## src/rtl/aes_v2_pkg.sv

```systemverilog
// aes_v2_pkg: shared constants, FSM state type and GF(2^8) helper functions
// for the v2 lightweight AES datapath.
//   - GF_RED      : GF(2^8) reduction constant (x^8 = x^4 + x^3 + x + 1)
//   - AFF_C       : forward affine constant
//   - INV_AFF_C   : inverse affine constant
//   - AFF_ROWS    : forward affine matrix, row i at bits [8i +: 8]
//   - INV_AFF_ROWS: inverse affine matrix, row i at bits [8i +: 8]
//   - fsm_t       : byte-serial sequencing states ST_B0..ST_B3
package aes_v2_pkg;

  localparam logic [7:0]  GF_RED       = 8'h1B;
  localparam logic [7:0]  AFF_C        = 8'h63;
  localparam logic [7:0]  INV_AFF_C    = 8'h05;
  // Row i is 8'hF1 rotated left by i (bits i, i+4..i+7 mod 8).
  localparam logic [63:0] AFF_ROWS     = 64'hF87C3E1F_8FC7E3F1;
  // Row i is 8'hA4 rotated left by i (bits i+2, i+5, i+7 mod 8).
  localparam logic [63:0] INV_AFF_ROWS = 64'h5229944A_259249A4;

  typedef enum logic [1:0] {
    ST_B0 = 2'd0,
    ST_B1 = 2'd1,
    ST_B2 = 2'd2,
    ST_B3 = 2'd3
  } fsm_t;

  function automatic logic [7:0] gf_xtime(input logic [7:0] a);
    return {a[6:0], 1'b0} ^ (a[7] ? GF_RED : 8'h00);
  endfunction

  function automatic logic [7:0] gf_mul(input logic [7:0] a, input logic [7:0] b);
    logic [7:0] p;
    logic [7:0] aa;
    p  = 8'h00;
    aa = a;
    for (int i = 0; i < 8; i++) begin
      if (b[i]) p = p ^ aa;
      aa = gf_xtime(aa);
    end
    return p;
  endfunction

  // Multiplicative inverse as a^254 = a^(2+4+...+128); maps 0 to 0 naturally.
  function automatic logic [7:0] gf_inv(input logic [7:0] a);
    logic [7:0] sq;
    logic [7:0] acc;
    sq  = a;
    acc = 8'h01;
    for (int i = 0; i < 7; i++) begin
      sq  = gf_mul(sq, sq);
      acc = gf_mul(acc, sq);
    end
    return acc;
  endfunction

  function automatic logic [7:0] affine(input logic [7:0] a);
    logic [7:0] r;
    for (int i = 0; i < 8; i++) r[i] = ^(a & AFF_ROWS[i*8 +: 8]);
    return r ^ AFF_C;
  endfunction

  function automatic logic [7:0] inv_affine(input logic [7:0] a);
    logic [7:0] r;
    for (int i = 0; i < 8; i++) r[i] = ^(a & INV_AFF_ROWS[i*8 +: 8]);
    return r ^ INV_AFF_C;
  endfunction

endpackage

```

## src/rtl/aes_v2_sbox.sv

```systemverilog
// aes_v2_sbox: combinational AES forward/inverse S-box.
//   din  - input byte
//   enc  - 1 = forward S-box, 0 = inverse S-box
//   dout - substituted byte
module aes_v2_sbox
  import aes_v2_pkg::*;
(
  input  logic [7:0] din,
  input  logic       enc,
  output logic [7:0] dout
);

  // Forward: inverse then affine; inverse: inverse-affine then inverse.
  always_comb begin
    dout = 8'h00;
    if (enc) begin
      dout = affine(gf_inv(din));
    end else begin
      dout = gf_inv(inv_affine(din));
    end
  end

endmodule

```

## src/rtl/aes_v2_sub_size.sv

```systemverilog
// aes_v2_sub_size: byte-serial AES SubBytes unit, one shared S-box.
//   g_clk   - clock (rising edge)
//   g_reset - asynchronous active-high reset
//   valid   - operands valid, held until ready
//   rs1     - bytes 0..1 in [15:0]
//   rs2     - bytes 2..3 in [31:16]
//   enc     - 1 = forward S-box, 0 = inverse
//   ready   - single-cycle result strobe (fsm in last state and valid)
//   rd      - {S(rs2[31:24]), S(rs2[23:16]), S(rs1[15:8]), S(rs1[7:0])}
module aes_v2_sub_size
  import aes_v2_pkg::*;
(
  input  logic        g_clk,
  input  logic        g_reset,
  input  logic        valid,
  input  logic [31:0] rs1,
  input  logic [31:0] rs2,
  input  logic        enc,
  output logic        ready,
  output logic [31:0] rd
);

  fsm_t       fsm_r;
  fsm_t       fsm_nxt_s;
  logic [7:0] b_0_r;
  logic [7:0] b_1_r;
  logic [7:0] b_2_r;
  logic [7:0] s_in_s;
  logic [7:0] s_out_s;
  logic       unused_s;

  // Operand bytes outside the packed form are intentionally ignored.
  assign unused_s = ^{rs1[31:16], rs2[15:0]};

  // Operand byte selection for the shared S-box.
  always_comb begin
    s_in_s = 8'h00;
    case (fsm_r)
      ST_B0:   s_in_s = rs1[7:0];
      ST_B1:   s_in_s = rs1[15:8];
      ST_B2:   s_in_s = rs2[23:16];
      ST_B3:   s_in_s = rs2[31:24];
      default: s_in_s = 8'h00;
    endcase
  end

  aes_v2_sbox u_sbox (
    .din  (s_in_s),
    .enc  (enc),
    .dout (s_out_s)
  );

  // Next-state: advance while valid, abandon on a drop, always wrap after the last byte.
  always_comb begin
    fsm_nxt_s = ST_B0;
    case (fsm_r)
      ST_B0:   fsm_nxt_s = valid ? ST_B1 : ST_B0;
      ST_B1:   fsm_nxt_s = valid ? ST_B2 : ST_B0;
      ST_B2:   fsm_nxt_s = valid ? ST_B3 : ST_B0;
      ST_B3:   fsm_nxt_s = ST_B0;
      default: fsm_nxt_s = ST_B0;
    endcase
  end

  // State and partial-result byte registers.
  always_ff @(posedge g_clk or posedge g_reset) begin
    if (g_reset) begin
      fsm_r <= ST_B0;
      b_0_r <= 8'h00;
      b_1_r <= 8'h00;
      b_2_r <= 8'h00;
    end else begin
      fsm_r <= fsm_nxt_s;
      if (valid) begin
        case (fsm_r)
          ST_B0:   b_0_r <= s_out_s;
          ST_B1:   b_1_r <= s_out_s;
          ST_B2:   b_2_r <= s_out_s;
          default: ;
        endcase
      end
    end
  end

  // Last byte bypasses the registers straight onto rd so the result is ready in state 3.
  always_comb begin
    ready = (fsm_r == ST_B3) && valid;
    rd    = {s_out_s, b_2_r, b_1_r, b_0_r};
  end

endmodule

```

## config.mk

```make
export PLATFORM = sky130hd
export DESIGN_NAME = aes_v2_sub_size
export DESIGN_NICKNAME = d
export VERILOG_FILES = /design/src/rtl/aes_v2_pkg.sv /design/src/rtl/aes_v2_sbox.sv /design/src/rtl/aes_v2_sub_size.sv
export SDC_FILE = /design/constraint.sdc
export NUM_CORES = 1
export LEC_CHECK = 0
export ABC_CLOCK_PERIOD_IN_PS = 65700
export CORE_UTILIZATION = 37
export CTS_CLUSTER_SIZE = 12
export DETAILED_ROUTE_END_ITERATION = 8
export DONT_BUFFER_PORTS = 1
export GPL_TIMING_DRIVEN = 0
export SETUP_SLACK_MARGIN = 0.02
export SYNTH_ARGS = -nofsm -noshare
export SYNTH_HDL_FRONTEND = slang
export SYNTH_SLANG_ARGS = --single-unit
```

## constraint.sdc

```tcl
create_clock -name g_clk -period 65.7 [get_ports g_clk]
set_input_delay 9.855 -clock g_clk [delete_from_list [all_inputs] [get_ports g_clk]]
set_output_delay 9.855 -clock g_clk [all_outputs]
set_load 0.01 [all_outputs]
```

==> results.ini, run 1 <==
[floorplanning]
io_pins = 101
die_y_um = 287
die_area_um2 = 82300
fp.dieW_um = 287
rows = 104
start_util_pct = 37.3
core_um2 = 80400

[grt]
grt_pass1_wl_mm = 150
grt_max_degree = 27
antenna_found_initial = 0
grt_pass1_vias = 26300
grt.total_usage_pct = 22.2
overflow = 0

[clock_network]
cts_hold_buffers = 0
cts.sink_count = 26
clockRootBuffer = clkbuf_16
post_cts_resize_count = 0
max-clock-path-buffers = 2
cts_setup_buffers = 0
cts.clk_slew.worst_paths_ns = 0.07
h-tree-depth = 1
clock_latency_ns = 0.28
cts_tree = done
numCtsBuffers = 3

[yosys]
syn_inst = 4025
synthFlopType = dfrtp_1
synth_compound_area_share_pct = 17.5
synth_top_area_share_pct = 24.9
synth_area_per_cell_um2 = 7.46
synth-edff-count = 0
synthMuxAreaShare_pct = 6.40
synth.distinct_cells = 111
synthesis.nets = 4106
seq_area_frac_synth_pct = 2.17
synth_top_cell_by_area = xnor2_1
synthAdderAreaFrac_pct = 0.575
ys_warn_count = 0
synthXorXnorAreaFrac_pct = 48.8
ys_async_sr_fraction_pct = 100
synthesis.area_um2 = 30000
synth_top_family_by_area = XOR/XNOR gates
synthSimpleGateAreaFrac_pct = 19.8
synth_top_cells_by_area = xnor2_1 25%, xnor3_1 10%, nor2_1 7.0%
synth-seq-cells = 26

[detailed_routing]
drt-initial-drc-count = 2716
postRouteAntennaNets = 0
drt_wl_total_mm = 95.4
first_pass_iters = 7
via_count = 28700
wl_per_cell_um = 18.7
drc = 0
via_per_inst = 5.64

[critical_path]
critPathMaxStageDelay_ns = 0.77
arrival_ns = 31.17
crit_fanout = 10
crit_path_start_kind = input pin
path_buf_inv = 20
cp-end-kind = output port
crit_type = in2out
path_common_cell = xnor2_1
required_ns = 55.85
worst_path_max_delay_cell = xnor2_1
cp_top_family = XOR/XNOR gates

[timing]
period_minus_slack_ns = 41.03
finalSetupTns_ns = 0
period_share_pct = 62.4
finalClockSkew_ns = 0.00866
slew_headroom_pct = 9.91
tightestPinTransition_ns = 1.34
finalSetupViolCount = 0
rsz0062_at_grt = no
drv_slew = 0
fmaxAchievable_mhz = 24.4
hold_violations = 0

[layout]
nFillCells = 8466
final_cell_mix = 852 x xnor2_1, 561 x nor2_1, 431 x nand2_1
mostFrequentLayoutCell = xnor2_1
antennaDiodeCount = 0
area_growth_pct = 4.77
layout-drive-gt1-share_pct = 7.02
nets = 4111

[run]
max_cap_violations = 0

[placement]
hpwl_mm = 72.9
gp_congestion = 0.945
portBuffers = 0

[min_path]
hp-class = reg2reg

[status]
status = finished clean

[cells by family after synthesis]
logic type               after synthesis
AO/OA/AOI/OAI                        794
buffers and inverters                344
XOR/XNOR                            1311
flip-flops                            26
multiplexers                         174
adder cells (fa/ha/maj)               14
AND/OR/NAND/NOR                     1362
[through the flow]
step / worst slack (ns) / utilization, % / cells / hold WS, ns / cell area [um2]
2_1_floorplan: 29.97 / - / 4025 / 0.517 / 30000
6_report: 24.67 / 39.1 / 5089 / 0.562 / 31500
3_3_place_gp: 24.94 / 39.0 / 5085 / 0.537 / 31300
4_1_cts: 24.89 / 39.1 / 5089 / 0.568 / 31500
5_1_grt: 23.24 / 39.1 / 5089 / 0.586 / 31500
3_5_place_dp: 24.93 / 39.0 / 5085 / 0.551 / 31300
[cells in the mapped netlist, drive strengths merged, types with 9 or more instances]
cell type / instances
a31oi: 28
nor4: 11
buf: 104
xor2: 229
and3: 14
or3: 21
o221ai: 18
nand3b: 10
o21ai: 184
nor2: 563
mux2i: 129
o22ai: 66
a211oi: 38
nand2: 432
a21o: 10
mux4: 10
o21a: 14
nand2b: 36
o211ai: 29
inv: 55
a22oi: 38
o32ai: 9
mux2: 35
nor2b: 38
a311oi: 9
clkbuf: 176
or4: 9
dfrtp: 26
xor3: 18
or2: 15
o31ai: 21
xnor3: 148
nand4: 10
xnor2: 916
and2: 28
a221oi: 21
clkinv: 9
a21oi: 194
nand3: 72
nor3: 86
ha: 13
a21boi: 11
[worst min-delay path, cell delays in order (launching register included)]
cell	delay (ns)
dfrtp_1	0.39
nand2_1	0.07
o21ai_1	0.06
[area by class of cell]
cell class	instances	area, um2	area share (%)
clock buffers	3	75.1	0.239
well taps	1060	1330	4.22
multi-input cells	3655	27900	88.7
inverters	64	241	0.768
clock inverters	1	30.0	0.0955
flip-flops and latches	26	651	2.07
plain buffers	280	1220	3.87
[sequential cells by signal, indices dropped and copies added, names as in the netlist]
register	cells
b_1_r	8
b_2_r	8
b_0_r	8
fsm_r	2
[layer usage]
layer | share of wire [%] | global-route usage (%) | wire (um)
met4 | 0.98 | 2.62 | 938
met2 | 45 | 36.2 | 43100
met5 | 0 | 0 | 0
met3 | 6.5 | 1.07 | 6220
met1 | 47 | 32.9 | 45100
[path summary, 6_finish.rpt]
check	startpoint	to	slack [ns]	cells after the start
min reg2reg	b_1_r[4]	b_1_r[4]	0.56	2
max reg2reg	fsm_r[1]	b_2_r[1]	43.75	70
min in group asynchronous	g_reset	b_1_r[5]	9.76	1
max in group asynchronous	g_reset	b_1_r[1]	55.25	1
min	b_1_r[4]	b_1_r[4]	0.56	2
max	rs2[31]	rd[25]	24.67	69
Power of run 1 is not shown: default switching activity piles up to over one toggle a cycle in this logic, so the estimate is an artifact.
==> inputs of run 2 (changes only) <==
--- a/config.mk
+++ b/config.mk
@@ -5,7 +5,7 @@
 export SDC_FILE = /design/constraint.sdc
 export NUM_CORES = 1
 export LEC_CHECK = 0
-export ABC_CLOCK_PERIOD_IN_PS = 65700
+export ABC_CLOCK_PERIOD_IN_PS = 35500
 export CORE_UTILIZATION = 37
 export CTS_CLUSTER_SIZE = 12
 export DETAILED_ROUTE_END_ITERATION = 8
==> constraint.sdc (replaced) <==
create_clock -name g_clk -period 35.5 [get_ports g_clk]
set_input_delay 5.325 -clock g_clk [delete_from_list [all_inputs] [get_ports g_clk]]
set_output_delay 5.325 -clock g_clk [all_outputs]
set_load 0.01 [all_outputs]
==> results of run 2 <==
The final DEF is identical to that of run 1. Status: finished clean.
Among the figures that moved: setup slack after placement 24.93 ns -> 3.79 ns; setup slack after layout 24.67 ns -> 3.53 ns; register-to-register setup slack 43.75 ns -> 13.55 ns
Power of run 2 is left out for the same reason.
